[config.mk]
export PLATFORM = sky130hd
export DESIGN_NAME = arb_fifo
export DESIGN_NICKNAME = d
export VERILOG_FILES = /design/src/rtl/arb_fifo.sv
export SDC_FILE = /design/constraint.sdc
export NUM_CORES = 1
export LEC_CHECK = 0
export CORE_MARGIN = 2
export CORE_UTILIZATION = 57
export DETAILED_ROUTE_END_ITERATION = 6
export PLACE_DENSITY = 0.75
export SLEW_MARGIN = 5
export SYNTH_ARGS = -nofsm -noshare
export SYNTH_HDL_FRONTEND = slang
export SYNTH_SLANG_ARGS = --single-unit
[constraint.sdc]
create_clock -name clk -period 6.6 [get_ports clk]
set_clock_uncertainty 0.1 [all_clocks]
set_input_delay 1.32 -clock clk [delete_from_list [all_inputs] [get_ports clk]]
set_output_delay 1.32 -clock clk [all_outputs]
set_load 0.02 [all_outputs]
[src/rtl/arb_fifo.sv]
// arb_fifo: buffering stage behind the two-slave arbiter, with first-word fall-through through a registered output stage.
// Optional sticky overflow and source-interleave error flags are enabled with `define ARB_FIFO_ERR_EN.
module arb_fifo #(
  parameter int DW       = 32,
  parameter int DEPTH    = 16,
  parameter int AW       = $clog2(DEPTH),
  parameter int AFULL_TH = DEPTH - 2
) (
  input  logic          clk,
  input  logic          rst_n,
  input  logic          flush,
  input  logic          wr_valid,
  input  logic [DW-1:0] wr_data,
  input  logic [1:0]    wr_mode,
  input  logic [7:0]    wr_proc_val,
  input  logic          wr_src,
  output logic          fifo_full,
  output logic          fifo_afull,
  output logic          fifo_empty,
  output logic [AW:0]   fill_cnt,
  output logic          rd_valid,
  input  logic          rd_ready,
  output logic [DW-1:0] rd_data,
  output logic [1:0]    rd_mode,
  output logic [7:0]    rd_proc_val,
  output logic          rd_src
`ifdef ARB_FIFO_ERR_EN
  ,
  output logic          ovf_err,
  output logic          src_err
`endif
);

  localparam int          WW          = DW + 11;
  localparam logic [AW:0] LP_DEPTH    = (AW+1)'(DEPTH);
  localparam logic [AW:0] LP_AFULL_TH = (AW+1)'(AFULL_TH);

  typedef struct packed {
    logic          src;
    logic [7:0]    proc_val;
    logic [1:0]    mode;
    logic [DW-1:0] data;
  } word_t;

  word_t       r_mem [DEPTH];
  logic [AW-1:0] r_wr_ptr;
  logic [AW-1:0] r_rd_ptr;
  logic [AW:0]   r_fill_cnt;
  logic          r_full;
  logic          r_afull;
  logic          r_empty;
  logic          r_rd_valid;
  word_t         r_rd_word;

  logic          w_wr_accept;
  logic          w_load;
  logic          w_rd_valid_nxt;
  logic [AW:0]   w_fill_nxt;
  word_t         w_wr_word;

  // Full comes from the registered count, so a read in this cycle never frees room for a write in this cycle.
  assign w_wr_accept = wr_valid && !r_full;
  assign w_load      = (r_fill_cnt != '0) && (!r_rd_valid || rd_ready);
  assign w_wr_word   = '{src: wr_src, proc_val: wr_proc_val, mode: wr_mode, data: wr_data};

  // NOTE: every variable assigned in always_comb gets a default first, so no path can infer a latch.
  always_comb begin
    w_fill_nxt     = r_fill_cnt;
    w_rd_valid_nxt = r_rd_valid;
    if (w_wr_accept && !w_load) w_fill_nxt = r_fill_cnt + (AW+1)'(1);
    if (!w_wr_accept && w_load) w_fill_nxt = r_fill_cnt - (AW+1)'(1);
    if (w_load)
      w_rd_valid_nxt = 1'b1;
    else if (rd_ready)
      w_rd_valid_nxt = 1'b0;
  end

  // NOTE: the storage array has no reset; pointers and count define which entries are meaningful.
  always_ff @(posedge clk) begin
    if (w_wr_accept) r_mem[r_wr_ptr] <= w_wr_word;
  end

  // Reset and flush share one clear path; flush discards any same-cycle write or load.
  always_ff @(posedge clk) begin
    if (!rst_n || flush) begin
      r_wr_ptr   <= '0;
      r_rd_ptr   <= '0;
      r_fill_cnt <= '0;
      r_full     <= 1'b0;
      r_afull    <= 1'b0;
      r_empty    <= 1'b1;
      r_rd_valid <= 1'b0;
      r_rd_word  <= '0;
    end else begin
      if (w_wr_accept) r_wr_ptr <= r_wr_ptr + AW'(1);
      if (w_load) begin
        r_rd_ptr  <= r_rd_ptr + AW'(1);
        r_rd_word <= r_mem[r_rd_ptr];
      end
      r_fill_cnt <= w_fill_nxt;
      r_full     <= (w_fill_nxt == LP_DEPTH);
      r_afull    <= (w_fill_nxt >= LP_AFULL_TH);
      r_empty    <= (w_fill_nxt == '0) && !w_rd_valid_nxt;
      r_rd_valid <= w_rd_valid_nxt;
    end
  end

  assign fifo_full   = r_full;
  assign fifo_afull  = r_afull;
  assign fifo_empty  = r_empty;
  assign fill_cnt    = r_fill_cnt;
  assign rd_valid    = r_rd_valid;
  assign rd_data     = r_rd_word.data;
  assign rd_mode     = r_rd_word.mode;
  assign rd_proc_val = r_rd_word.proc_val;
  assign rd_src      = r_rd_word.src;

`ifdef ARB_FIFO_ERR_EN
  logic       r_ovf_err;
  logic       r_src_err;
  logic       r_prev_vld;
  logic       r_prev_src;
  logic [1:0] r_prev_mode;
  logic       w_src_switch;

  // A source change while the previous non-zero mode continues means the two slaves interleaved mid-stream.
  assign w_src_switch = w_wr_accept && r_prev_vld && (wr_src != r_prev_src) &&
                        (wr_mode == r_prev_mode) && (r_prev_mode != 2'd0);

  always_ff @(posedge clk) begin
    if (!rst_n || flush) begin
      r_ovf_err   <= 1'b0;
      r_src_err   <= 1'b0;
      r_prev_vld  <= 1'b0;
      r_prev_src  <= 1'b0;
      r_prev_mode <= 2'd0;
    end else begin
      if (wr_valid && r_full) r_ovf_err <= 1'b1;
      if (w_src_switch)       r_src_err <= 1'b1;
      if (w_wr_accept) begin
        r_prev_vld  <= 1'b1;
        r_prev_src  <= wr_src;
        r_prev_mode <= wr_mode;
      end
    end
  end

  assign ovf_err = r_ovf_err;
  assign src_err = r_src_err;
`endif

endmodule

==> flow_metrics.py, run 1 <==
metrics = {
    "grt": {
        "grt_pass1_wl_um": 85600,
        "track_usage": 0.231,
        "grt_max_degree": 152,
        "grt_pass1_vias": 13600,
        "grt_antenna_before_repair": 2,
        "grt_overflow": 0,
    },
    "critical_path": {
        "cp.buffers_inverters": 2,
        "rr_endpoint": "r_mem[10][26]",
        "cp_top_family": "simple AND/OR/NAND/NOR gates",
        "worstSetupEndpoint": "r_mem[10][26]",
        "ff2ff_setup_slack_ps": 3270,
        "crit_type": "in -> reg",
        "path_depth": 5,
        "startpoint": "wr_valid",
        "slowest_delay_ps": 980,
        "cp_cell_sequence": "clkdlybuf4s50_1, nor2b_1, nand2_1, nor2_4, buf_4",
        "start_kind": "input port",
        "timing.rr.start": "fifo_full",
        "reg2regPathDepth": 4,
        "cpMaxStageDelayCell": "nor2_4",
        "worstPathArrival_ps": 4390,
        "cp.required_ps": 6770,
        "crit_path_max_fanout": 28,
        "crit_path_end_kind": "register",
    },
    "floorplan": {
        "die_w_um": 226,
        "initial_utilization": 0.576,
        "io_pins": 100,
        "die_area_sq_mm": 0.0511,
        "rows": 81,
        "coreArea_sq_mm": 0.0488,
        "die_y_um": 226,
    },
    "pwr": {
        "p_leak_nw": 9.90,
        "power_frac_clock": 0.426,
        "switching_share": 0.201,
        "pwr-share-seq": 0.524,
        "p_int_mw": 8.00,
        "ir_worst_vdd_uv": 240,
        "switchingPower_mw": 2.02,
        "powerDensity_mw_per_mm2": 308,
        "comb_power_share": 0.049,
    },
    "yosys": {
        "synth_area_per_cell_sq_um": 21.5,
        "synth-seq-cells": 748,
        "synth_edf_count": 688,
        "seq_area_frac_synth": 0.777,
        "synth-async-reset-ratio": 0,
        "synthCells": 1309,
        "yosys_warnings": 0,
        "synth.cell_area_sq_mm": 0.0281,
        "synth.distinct_cells": 35,
        "ys.flop_type": "edfxtp_1",
        "syn-num-nets": 1364,
    },
    "routing": {
        "routed_wl_um": 57200,
        "first_iter_violations": 1481,
        "vias_per_cell": 6.11,
        "wl_per_cell_um": 26.4,
        "route.detailed.drc": 0,
        "ant_nets": 0,
        "first_pass_iters": 5,
        "vias": 13300,
    },
    "job": {
        "drv_cap": 0,
    },
    "cts": {
        "postCtsSetupBuffers": 0,
        "cts.repair.resized": 0,
        "cts_tree": "built",
        "cts_buffers": 74,
        "cts_buffer_depth": 3,
        "h-tree-depth": 3,
        "cts_hold_buf": 0,
        "clockRootBuffer": "clkbuf_16",
        "clock-sinks": 748,
        "insertion_delay_ps": 600,
        "clkTransAtPathRegs_ps": 60,
    },
    "final_layout": {
        "nets": 1500,
        "syn2layout_area_growth_pct": 15.6,
        "fill_cells": 3121,
        "n_antenna_cell": 0,
        "final_cell_mix": "edfxtp_1, mux4_2, clkdlybuf4s50_1",
        "final_common_cell": "edfxtp_1",
        "drive_above_1_share": 0.222,
        "fin_area_sq_mm": 0.0325,
    },
    "min_path": {
        "hold_depth": 2,
        "hold_class": "reg -> reg",
    },
    "sta": {
        "setup_tns_ps": 0,
        "fin_crit_sh": 0.639,
        "setup_viol": 0,
        "tightest_slew_ps": 1160,
        "relSlewSlack": 0.226,
        "min_period_ps": 4210,
        "clock.fmax_ghz": 0.237,
        "rsz0062_at_grt": "no",
        "hold_viol_final": 0,
        "drv_slew": 0,
    },
    "place": {
        "io_buffers": 99,
        "dp_hpwl_um": 30400,
        "gp_congestion": 0.759,
        "placedInstanceArea_sq_mm": 0.0300,
    },
    "status": {
        "status": "finished clean",
    },
}
-- cells by family (layout without fill, tap and decap cells) --
group | after synthesis | in the layout | synth area share
flip-flops | 748 | 748 | 0.777
multiplexers | 260 | 260 | 0.169
AND/OR/NAND/NOR | 115 | 115 | 0.0190
AO/OA/AOI/OAI | 99 | 99 | 0.0184
buffers and inverters | 73 | 267 | 0.0109
adder cells (fa/ha/maj) | 7 | 7 | 0.00311
XOR/XNOR | 7 | 7 | 0.00218
-- state kept, by name, indices dropped and copies added, names as in the netlist --
register / count
rd_data: 32
r_mem: 688
fifo_afull: 1
fifo_empty: 1
rd_src: 1
r_wr_ptr: 4
r_rd_ptr: 4
rd_proc_val: 8
rd_valid: 1
rd_mode: 2
fill_cnt: 5
fifo_full: 1
-- cell type report --
class	count	area, sq um	area share
repair buffers	128	1230	0.0379
clock inverters	34	378	0.0116
inverters	5	18.8	0.000577
flip-flops and latches	748	21900	0.673
well taps	664	831	0.0255
multi-input cells	488	6080	0.187
clock buffers	100	2110	0.0648
-- worst min-delay path by stage --
| stage | start | slack (ps) | end |
|---|---|---|---|
| after floorplan | r_wr_ptr[1] | 380 | r_wr_ptr[1] |
| after global placement | rd_data[19] | 350 | rd_data[19] |
| after detailed placement | rd_data[11] | 360 | rd_data[11] |
| after CTS | rd_data[11] | 370 | rd_data[11] |
| after global routing | rd_data[16] | 400 | rd_data[16] |
| final | rd_data[11] | 360 | rd_data[11] |
-- power by group through the flow --
stage	Clock, mW	Combinational, mW	Sequential (mW)
final	4.27	0.495	5.25
after CTS	4.35	0.502	5.25
after detailed placement	0	0.499	5.35
after floorplan	0	0.295	5.36
after global placement	0	0.487	5.35
after global routing	4.52	0.537	5.25
-- cell usage after synthesis, drive strengths merged (7+ instances only) --
library cell,number,area [sq um]
mux2i,88,881
a21oi,46,230
ha,7,87.6
clkbuf,39,146
nor2,69,267
nand2,14,52.6
edfxtp,688,20700
o21ai,46,230
dfxtp,60,1200
buf,29,143
mux4,172,3870
-- worst register-to-register path: stages (launching register included) --
cell	delay (ps)
dfxtp_1	320
nor2b_1	730
nand2_1	440
nor2_4	980
buf_4	430
-- through the flow --
stage | instances | hold WS, ps | setup slack (ps) | power, mW | utilization
after global placement | 2033 | 350 | 1750 | 5.84 | 0.615
after global routing | 2167 | 400 | 2170 | 10.3 | 0.666
after detailed placement | 2033 | 357 | 1690 | 5.85 | 0.615
after CTS | 2167 | 371 | 2330 | 10.1 | 0.666
after floorplan | 1309 | 382 | 1050 | 5.65 | -
final | 2167 | 365 | 2390 | 10.0 | 0.666
-- layer usage --
metal  share of wire  wire length [um]  global-route usage
met3           0.067              3850              0.0470
met4           0.014               816              0.0609
met1            0.42             23900               0.331
met5         0.00052                30                   0
met2            0.50             28600               0.371
No activity file was read; power rests on OpenSTA's default activity.
==> run 2, diff against run 1 <==
==> constraint.sdc (replaced) <==
create_clock -name clk -period 4.2 [get_ports clk]
set_clock_uncertainty 0.1 [all_clocks]
set_input_delay 0.84 -clock clk [delete_from_list [all_inputs] [get_ports clk]]
set_output_delay 0.84 -clock clk [all_outputs]
set_load 0.02 [all_outputs]
==> run 2 against run 1 <==
Effect of this change: sequential share of layout area fell by 0.36 points; critical endpoint is now fill_cnt[2]; first-iteration DRC count shrank 13%; combinational power increased by 63%; critical path depth decreased by 4; cell area up 0.53%; core utilization is 0.35 points higher; via count up 1.8%; non-clock buffer count grew 25; setup slack worse by 890 ps; register-to-register slack worse by 1700 ps; hold slack improved by 9.5 ps; highest routed layer unchanged.
==> flow_metrics.py, run 2 (synthesis results as in run 1) <==
metrics = {
    "status": {
        "status": "finished clean",
    },
    "cts": {
        "clock-sinks": 748,
        "clkTransAtPathRegs_ps": 60,
        "cts_buffers": 73,
        "cts.repair.resized": 0,
        "cts_hold_buf": 0,
        "cts_tree": "built",
        "postCtsSetupBuffers": 0,
        "h-tree-depth": 3,
        "insertion_delay_ps": 610,
        "clockRootBuffer": "clkbuf_16",
        "cts_buffer_depth": 3,
    },
    "sta": {
        "setup_viol": 0,
        "tightest_slew_ps": 830,
        "rsz0062_at_grt": "no",
        "min_period_ps": 2710,
        "timing.final.ws_setup_ps": 1490,
        "relSlewSlack": 0.447,
        "drv_slew": 0,
        "fin_crit_sh": 0.645,
        "clock.fmax_ghz": 0.369,
        "setup_tns_ps": 0,
        "hold_viol_final": 0,
    },
    "floorplan": {
        "rows": 81,
        "die_area_sq_mm": 0.0511,
        "die_y_um": 226,
        "io_pins": 100,
        "coreArea_sq_mm": 0.0488,
        "initial_utilization": 0.576,
        "die_w_um": 226,
    },
    "routing": {
        "ant_nets": 0,
        "vias": 13500,
        "vias_per_cell": 6.16,
        "first_pass_iters": 7,
        "route.detailed.drc": 0,
        "routed_wl_um": 58300,
        "wl_per_cell_um": 26.6,
        "first_iter_violations": 1290,
    },
    "final_layout": {
        "largest-register": "r_mem",
        "final_common_cell": "edfxtp_1",
        "fin_area_sq_mm": 0.0327,
        "drive_above_1_share": 0.229,
        "nets": 1524,
        "fill_cells": 3072,
        "largest_register_ffs": 688,
        "n_antenna_cell": 0,
        "final_cell_mix": "edfxtp_1, mux4_2, clkdlybuf4s50_1",
        "syn2layout_area_growth_pct": 16.2,
    },
    "critical_path": {
        "startpoint": "fill_cnt[2]",
        "cp.buffers_inverters": 1,
        "worstPathArrival_ps": 1770,
        "path_depth": 1,
        "cp.required_ps": 3260,
        "crit_path_end_kind": "output port",
        "reg2regPathDepth": 8,
        "crit_type": "reg -> out",
        "crit_path_max_fanout": 7,
        "cp_cell_sequence": "clkdlybuf4s50_1",
        "timing.rr.start": "fill_cnt[0]",
        "cpMaxStageDelayCell": "clkdlybuf4s50_1",
        "start_kind": "register",
        "slowest_delay_ps": 670,
        "cp_top_family": "buffers and inverters",
    },
    "place": {
        "dp_hpwl_um": 32400,
        "post-place-ws_ps": 968,
        "placedInstanceArea_sq_mm": 0.0304,
        "io_buffers": 99,
        "gp_congestion": 0.759,
    },
    "pwr": {
        "switchingPower_mw": 3.13,
        "pwr-share-seq": 0.536,
        "powerDensity_mw_per_mm2": 471,
        "comb_power_share": 0.052,
        "switching_share": 0.203,
        "power_frac_clock": 0.412,
        "p_leak_nw": 9.97,
        "p_int_mw": 12.3,
        "ir_worst_vdd_uv": 332,
    },
    "grt": {
        "grt_pass1_wl_um": 88000,
        "grt_overflow": 0,
        "grt_max_degree": 49,
        "grt_pass1_vias": 14100,
        "grt_antenna_before_repair": 2,
        "track_usage": 0.237,
    },
    "job": {
        "drv_cap": 0,
    },
    "min_path": {
        "worstHoldStart": "rd_data[14]",
        "hold_depth": 2,
        "hold_class": "reg -> reg",
    },
}
-- run 2: cell types whose count changed in the layout (fill, tap and decap cells not counted), sizes merged --
cell / previous run / this run
clkinv: 21 / 23
clkinvlp: 3 / 2
bufinv: 8 / 6
buf: 29 / 54
inv: 7 / 8
clkbuf: 100 / 98
-- run 2: final cells by class --
| cell class | count | area [sq um] | area share |
|---|---|---|---|
| Clock buffer | 98 | 1980 | 0.0606 |
| Clock inverter | 34 | 337 | 0.0103 |
| Inverter | 5 | 18.8 | 0.000574 |
| Multi-Input combinational cell | 488 | 6100 | 0.187 |
| Sequential cell | 748 | 21900 | 0.669 |
| Tap cell | 664 | 831 | 0.0254 |
| Timing Repair Buffer | 153 | 1550 | 0.0473 |
-- run 2: power by group through the flow --
stage	combinational [mW]	sequential [mW]	clock, mW
final	0.808	8.26	6.34
after global routing	0.871	8.26	6.72
after CTS	0.820	8.26	6.44
after detailed placement	0.812	8.42	0
after global placement	0.791	8.41	0
after floorplan	0.464	8.42	0
-- run 2: stage by stage --
| stage | util | instances | hold WS, ps | total power, mW |
|---|---|---|---|---|
| CTS | 0.669 | 2190 | 376 | 15.5 |
| floorplan | - | 1309 | 382 | 8.88 |
| finish | 0.669 | 2190 | 374 | 15.4 |
| detailed placement | 0.622 | 2058 | 361 | 9.23 |
| global placement | 0.622 | 2058 | 361 | 9.20 |
| global route | 0.669 | 2190 | 408 | 15.8 |
-- run 2: final timing paths --
check / endpoint / slack, ps
max: fill_cnt[2] / 1490
max reg2reg: rd_data[15] / 1550
min reg2reg: rd_data[14] / 370
min: rd_data[14] / 370
-- run 2: routing by layer --
metal  global-route usage  share of wire
met1                0.322           0.40
met2                0.400           0.51
met3               0.0383          0.064
met4               0.0777          0.024
met5                    0        0.00021
-- run 2: worst reg2reg max path, delay by kind of cell (launching register included) --
kind	cells	cell delay, ps
DFF	1	370
AOI/OAI and AO/OA	2	260
buffers and inverters	2	430
and+or+nand+nor	3	1220
adders and majority gates	1	190
==> edit (config.mk and constraints of run 1) <==
The option `ARB_FIFO_ERR_EN` is turned on by a define.
--- a/src/rtl/arb_fifo.sv
+++ b/src/rtl/arb_fifo.sv
@@ -2,2 +2,4 @@
 // Optional sticky overflow and source-interleave error flags are enabled with `define ARB_FIFO_ERR_EN.
+`define ARB_FIFO_ERR_EN
+
 module arb_fifo #(
Function (old outputs only; new: ovf_err and src_err): same outputs for any inputs over 4 cycles, from zero or initial values; that may be too few to reach the edited logic, so the function may still have changed.
==> edit against run 1 <==
Global-route usage rose by 0.94 points; wire length rose by 5.2%; sequential cell count rose by 6; worst hold slack improved by 0.0043 ns; clock power fell by 0.9%; combinational power fell by 3%; fmax rose by 9.8%; worst setup slack improved by 0.38 ns; total power barely moved; design area rose by 0.98%; area after synthesis rose by 1.2%; largest power group unchanged.
==> edit: results (changes against run 1) <==
[routing]
drtIter0Drc=1502  ; was 1481
vias_per_cell=6.24  ; was 6.11

[critical_path]
crit_path_max_fanout=27  ; was 28
crit_arrival_ns=4.27  ; was 4.39 ns
cp_slowest_cell=or4_2  ; was nor2_4
crit_path_start=flush  ; was wr_valid
cpPeakStageDelay_ns=1.23  ; was 0.98 ns
rrSetupSlack_ns=3.44  ; was 3.27 ns
r2r_cells=8  ; was 4
setup.worst_path.end=rd_data[30]$_SDFFE_PP0P_  ; was r_mem[10][26]$_DFFE_PP_
r2r-start=fill_cnt[0]$_SDFF_PP0_  ; was fifo_full$_SDFF_PP0_

[global_route]
antenna_found_initial=4  ; was 2
grt_max_degree=99  ; was 152
grt_pass1_vias=14300  ; was 13.6k
grt_pass1_wl_um=89000  ; was 85600 µm

[pwr]
ir_drop_uv=179  ; was 240 µV

[clock_tree]
cts_buffers=73  ; was 74

[finish]
fin_nets=1535  ; was 1500

[logic_synthesis]
ys_seq_area_frac=0.773  ; was 0.777
synth_cell_types=45  ; was 35
synthTopCellsByArea=edfxtp_1 (73%), mux4_2 (14%), dfxtp_1 (4.6%)  ; was edfxtp_1 (73%), mux4_2 (14%), dfxtp_1 (4.3%)

[sta]
worst_pin_slew_ns=1.19  ; was 1.16 ns
fin_hold_ws_ns=0.369  ; was 0.365 ns

[placement]
io_buffer_count=101  ; was 99
place_area_um2=30400  ; was 30000 µm²
place.gp.congestion=0.758  ; was 0.759

[run_status]
status=finished, final reports clean  ; unchanged

## edit: cell count changes in the layout (fill, tap and decap cells not counted), sizes merged, moves of 3 or more
| cell | before | now |
|---|---|---|
| clkinv | 21 | 25 |
| a21oi | 46 | 51 |
| nor3 | 6 | 9 |
| dfxtp | 60 | 66 |
| nor2 | 69 | 74 |
| buf | 29 | 32 |
| nand2 | 14 | 19 |
## edit: layer usage
metal | global-route usage | wire, µm | up-vias
met5 | 0 | 39 | -
met4 | 0.0753 | 1290 | 6
met3 | 0.0532 | 5410 | 104
met2 | 0.389 | 29600 | 678
met1 | 0.334 | 23800 | 7179
li1 | - | - | 5787
## edit: worst min-delay path by stage
| stage | depth (start not counted) | to | start |
|---|---|---|---|
| after global placement | 2 | r_prev_vld$_SDFFE_PP0P_ | r_prev_vld$_SDFFE_PP0P_ |
| after global routing | 2 | ovf_err$_SDFFE_PP0P_ | ovf_err$_SDFFE_PP0P_ |
| after floorplan | 2 | r_prev_vld$_SDFFE_PP0P_ | r_prev_vld$_SDFFE_PP0P_ |
| final | 2 | src_err$_SDFFE_PP0P_ | src_err$_SDFFE_PP0P_ |
| after CTS | 2 | ovf_err$_SDFFE_PP0P_ | ovf_err$_SDFFE_PP0P_ |
| after detailed placement | 2 | ovf_err$_SDFFE_PP0P_ | ovf_err$_SDFFE_PP0P_ |
## edit: per-stage QoR
step	utilization	setup slack, ns	total power, mW	std cells
detailed placement	0.618	2.20	5.88	2069
global route	0.668	2.59	10.3	2205
floorplan	-	0.966	5.69	1341
finish	0.668	2.76	10.0	2205
CTS	0.668	2.80	10.1	2204
global placement	0.618	2.25	5.87	2069
## edit: area by class of cell
class                           count  area [µm²]  area share
Clock buffer                       98        2060      0.0626
Timing Repair Buffer              133        1300      0.0396
Multi-Input combinational cell    511        6220       0.190
Antenna cell                        1        2.50   0.0000762
Sequential cell                   754       22000       0.670
Clock inverter                     37         404      0.0123
Inverter                            7        26.3    0.000800
Tap cell                          664         831      0.0253
## edit: kinds of logic (layout without fill, tap and decap cells)
logic type | Yosys count | count (layout) | synth area share
other cells | 0 | 1 | 0
mux | 259 | 259 | 0.167
fa+ha+maj | 7 | 7 | 0.00308
compound gates | 109 | 109 | 0.0211
xor+xnor | 6 | 6 | 0.00185
simple gates | 130 | 130 | 0.0217
flops | 754 | 754 | 0.773
buf+inv | 76 | 275 | 0.0130
## edit: report_power, final
group | leakage [nW] | switching, mW | internal (mW) | total [mW]
registers | 6.75 | 0.0427 | 5.25 | 5.30
clock network | 1.20 | 1.72 | 2.51 | 4.23
logic | 2.06 | 0.256 | 0.224 | 0.480
